**src/rtl/qa_input_debounce.sv**
```systemverilog
// Board input front end: 2-FF synchronisers plus tick-sampled debouncing for 4 buttons and 8 switches.
// Emits clean levels and one-cycle press/release/change pulses aligned with each level flip.
module qa_input_debounce #(
   parameter int TICK_DIV       = 240_000,
   parameter int STABLE_CNT     = 3,
   parameter bit BTN_ACTIVE_LOW = 1'b1
) (
   input  logic       clock,
   input  logic       reset_n,
   input  logic [3:0] push_button,
   input  logic [7:0] toggle_switch,
   output logic [3:0] btn_level,
   output logic [3:0] btn_press,
   output logic [3:0] btn_release,
   output logic [7:0] sw_level,
   output logic       sw_change,
   output logic       tick
);

   localparam int             CW        = (TICK_DIV > 2) ? $clog2(TICK_DIV) : 1;
   localparam logic [CW-1:0]  TICK_LAST = CW'(TICK_DIV - 1);
   localparam logic [3:0]     CNT_LAST  = 4'(STABLE_CNT - 1);
   localparam logic [3:0]     BTN_IDLE  = BTN_ACTIVE_LOW ? 4'hF : 4'h0;

   logic [3:0]        btn_s1, btn_s2;
   logic [7:0]        sw_s1, sw_s2;
   logic [CW-1:0]     tick_cnt;
   logic [11:0]       sample;
   logic [11:0]       level_q;
   logic [11:0]       flip;
   logic [11:0][3:0]  stable_q, stable_d;

   // Sync flops reset to the released/off raw value so reset itself never looks like an edge.
   always_ff @(posedge clock or negedge reset_n) begin
      if (!reset_n) begin
         btn_s1 <= BTN_IDLE;
         btn_s2 <= BTN_IDLE;
         sw_s1  <= '0;
         sw_s2  <= '0;
      end else begin
         btn_s1 <= push_button;
         btn_s2 <= btn_s1;
         sw_s1  <= toggle_switch;
         sw_s2  <= sw_s1;
      end
   end

   assign sample = {sw_s2, (BTN_ACTIVE_LOW ? ~btn_s2 : btn_s2)};

   always_ff @(posedge clock or negedge reset_n) begin
      if (!reset_n) begin
         tick_cnt <= '0;
      end else if (tick_cnt == TICK_LAST) begin
         tick_cnt <= '0;
      end else begin
         tick_cnt <= tick_cnt + CW'(1);
      end
   end

   assign tick = (tick_cnt == TICK_LAST);

   // A sample equal to the level on any tick restarts that bit's run.
   always_comb begin
      flip     = '0;
      stable_d = stable_q;
      if (tick) begin
         for (int i = 0; i < 12; i++) begin
            if (sample[i] == level_q[i]) begin
               stable_d[i] = '0;
            end else if (stable_q[i] == CNT_LAST) begin
               flip[i]     = 1'b1;
               stable_d[i] = '0;
            end else begin
               stable_d[i] = stable_q[i] + 4'd1;
            end
         end
      end
   end

   always_ff @(posedge clock or negedge reset_n) begin
      if (!reset_n) begin
         level_q     <= '0;
         stable_q    <= '0;
         btn_press   <= '0;
         btn_release <= '0;
         sw_change   <= 1'b0;
      end else begin
         level_q     <= level_q ^ flip;
         stable_q    <= stable_d;
         btn_press   <= flip[3:0] & sample[3:0];
         btn_release <= flip[3:0] & ~sample[3:0];
         sw_change   <= |flip[11:4];
      end
   end

   assign btn_level = level_q[3:0];
   assign sw_level  = level_q[11:4];

endmodule

```
**config.mk**
```make
export PLATFORM = sky130hd
export DESIGN_NAME = qa_input_debounce
export DESIGN_NICKNAME = d
export VERILOG_FILES = /design/src/rtl/qa_input_debounce.sv
export SDC_FILE = /design/constraint.sdc
export NUM_CORES = 1
export LEC_CHECK = 0
export CORE_MARGIN = 5
export CORE_UTILIZATION = 40
export CTS_CLUSTER_SIZE = 24
export DETAILED_ROUTE_END_ITERATION = 8
export GPL_TIMING_DRIVEN = 0
export HOLD_SLACK_MARGIN = 0.08
export SKIP_LAST_GASP = 1
export SYNTH_ARGS = -nofsm -noshare
export SYNTH_HDL_FRONTEND = slang
export SYNTH_SLANG_ARGS = --single-unit
```
**constraint.sdc**
```tcl
create_clock -name clock -period 2.6 [get_ports clock]
set_clock_uncertainty 0.15 [all_clocks]
set_input_delay 0.39 -clock clock [delete_from_list [all_inputs] [get_ports clock]]
set_output_delay 0.39 -clock clock [all_outputs]
set_load 0.05 [all_outputs]
```
==> run summary <==
crit path launch type - flop
Least-Margin Pin Slew - 713 ps
Max-slew headroom - 52.5%
first-pass GRT wire length - 20100 um
Clock Tree Buf Depth - 2
CTS root buf - clkbuf_16
Pre-antenna DRT Iters - 6
Die Y - 124 um
final core utilization - 49.5%
Int Pwr - 2490 uW
GP Congestion - 0.817
Multi-input gate area - 2320 um^2
Synth warnings - 0
pre-CTS setup slack - -1350 ps
Sequential Area - 2790 um^2
Hold Fails Final Rpt - 0
Routed Wire Length - 11900 um
wire per inst - 16.6 um
net load switching power - 712 uW
remaining antenna violation count - 0
Setup CP Type - reg -> out
top_reg_cell synth - dfrtp_1
Gate Count Post-Synth - 483
Fillers - 1158
most frequent cells in the layout - dfrtp_1 (102), o21ai_0 (59), nor2_1 (39)
die width - 124 um
number of antenna violations at the first check in global routing - 0
# rows - 41
maximum number of pins on one net before global-route repair - 96
Flop pwr share - 54.9%
number of diodes - 0
Layout area overhead - 21.1%
total congestion overflow - 0
Comb pwr share - 3.0%
#FFs+latches synth - 111
initial DRC count - 261
full die area - 15300 um^2
Synth async-reset ratio - 100%
final worst slack - 88.6 ps
Finished Layout Cells - 718
CTS Sinks - 111
Synth Area per Inst - 10.7 um^2
Initial Utilization - 40.9%
Synth cell types - 39
pwr/cell area - 511 nW/um^2
period utilisation layout - 96.6%
static leakage - 0.00263 uW
Data required, critical path - 2060 ps
Period minus WS final - 2510 ps
Switching Share - 22.2%
nets - 580
Clock Latency Late Sink - 360 ps
number of synthesized flops with an enable pin - 0
Hold WC Path Type - reg -> reg
hpwl dp - 7800 um
placed cells - 691
post-synthesis sequential area ratio - 53.8%
final setup fails - 0
Critical Path Fanout Max - 7
fmax - 0.398 GHz
I/O Pins - 36
Crit path arrival time - 1970 ps
Fin Setup TNS - 0 ps
CTS H-tree depth - 3
CTS tree - built
Syn Nets - 522
Netlist Area Pre-Place - 5180 um^2
Core Area - 12700 um^2
Max Cap Violations - 0
status - finished clean
Final Max Tran Viols - 0
CTS Buf Count - 9
Vias/cell - 5.56
vias in the first global route - 3980
Tot GR Track Use - 17.1%
share of cells above drive strength 1 - 13.7%
Critical Path Sink Type - primary output
RSZ-0062 raised after global routing - true
Clock transition at path regs - 70 ps
vias - 3992
Port Buffers - 35
most common cell after layout, fill and taps aside - dfrtp_1
WHS - 200 ps
power share of the clock group - 42.1%
VDD IR max - 0.426 mV
DR DRC count - 0
-- cells by family (layout without fill, tap and decap cells) --
group,count (synthesis),in the layout,share of synthesized area (%)
AOI/OAI and AO/OA,116,116,13.6
xor gates and xnor gates,27,27,4.57
adders and majority gates,25,25,6.04
buffers and inverters,37,100,2.85
DFF,111,111,53.8
muxes,11,11,2.37
and+or+nand+nor,156,156,16.8
-- power by group through the flow --
stage,sequential (uW),combinational (uW),clock (uW)
2_1_floorplan,1790,29.0,0
3_3_place_gp,1790,89.2,0
3_5_place_dp,1790,96.1,0
4_1_cts,1760,97.8,1390
5_1_grt,1760,110,1470
6_report,1760,95.0,1350
-- cells in the mapped netlist, types with 2 or more instances --
cell	count	area share, %
mux2_2	10	2.2
nand4bb_1	2	0.43
inv_1	18	1.3
a221oi_1	2	0.34
nand2_1	14	1.0
or3b_2	4	0.68
nor2b_1	2	0.24
dfrtp_1	103	50
o21ai_0	59	5.7
nand3b_1	3	0.43
dfstp_2	8	4.1
ha_1	25	6.0
a31oi_1	10	1.2
or4_1	7	1.0
o22ai_1	2	0.24
nor2_1	39	2.8
nor3_1	14	1.4
a21oi_1	4	0.39
nor4_1	5	0.60
xor2_1	9	1.5
o31ai_1	22	3.2
nand3_1	24	2.3
nand2b_1	10	1.2
xnor2_1	18	3.0
o41ai_1	12	2.0
o21ai_1	5	0.48
or4_4	2	0.43
clkbuf_1	14	1.0
nor3b_1	10	1.4
nand4_1	15	1.8
buf_1	3	0.22
-- registers in the layout, indices dropped and copies added, names as in the netlist --
name         cells
level_q         12
tick_cnt        18
sw_s1            8
btn_release      4
sw_s2            8
btn_s2           4
sw_change        1
btn_press        4
stable_q        48
btn_s1           4
-- worst max-delay path, stage by stage, from the launching register on --
cell     delay, ps
dfrtp_1        400
ha_4           180
nand4_4        140
nor4_4         420
nand2_4        110
inv_4          100
buf_8          120
buf_8          140
-- per-layer routing --
layer  vias up  global-route usage [%]  part of all wire (%)
met3        21                    4.72                   5.8
li1       1881                       -                     -
met1      2001                    22.9                    45
met5         -                       0                     0
met4         0                    7.54                   1.9
met2        89                    26.0                    48
-- final cells by class --
cell class / count / share of cell area, %
Sequential cell: 111 / 44.5
Multi-Input combinational cell: 335 / 37.0
Timing Repair Buffer: 48 / 7.60
Clock buffer: 11 / 4.03
Tap cell: 172 / 3.43
Buffer: 18 / 1.64
Inverter: 18 / 1.12
Clock inverter: 5 / 0.678
-- per-stage QoR --
step                      total power [uW]  instance area (um^2)
after floorplan                       1820                  5180
after global placement                1880                  5750
after detailed placement              1890                  5770
after CTS                             3250                  6170
after global routing                  3340                  6270
final                                 3210                  6270
-- timing repair --
action,4_1_cts,5_1_grt
hold endpoints to repair,35,0
hold buffers,1,0
setup endpoints to repair,78,47
resized for setup,21,19
pin swaps,1,2
setup buffers,4,7
-- worst paths after layout --
| path | from | endpoint | slack (ps) | depth (start not counted) |
|---|---|---|---|---|
| hold / removal | sw_s1[4] | sw_s2[4] | 200 | 0 |
| setup reg to reg | tick_cnt[1] | level_q[4] | 90 | 7 |
| hold reg to reg | sw_s1[4] | sw_s2[4] | 200 | 0 |
| setup / recovery | tick_cnt[1] | tick | 90 | 7 |
| min in group asynchronous | reset_n | stable_q[47] | 270 | 2 |
| max in group asynchronous | reset_n | tick_cnt[2] | 1300 | 3 |
Power figures use the tool's default switching activity.
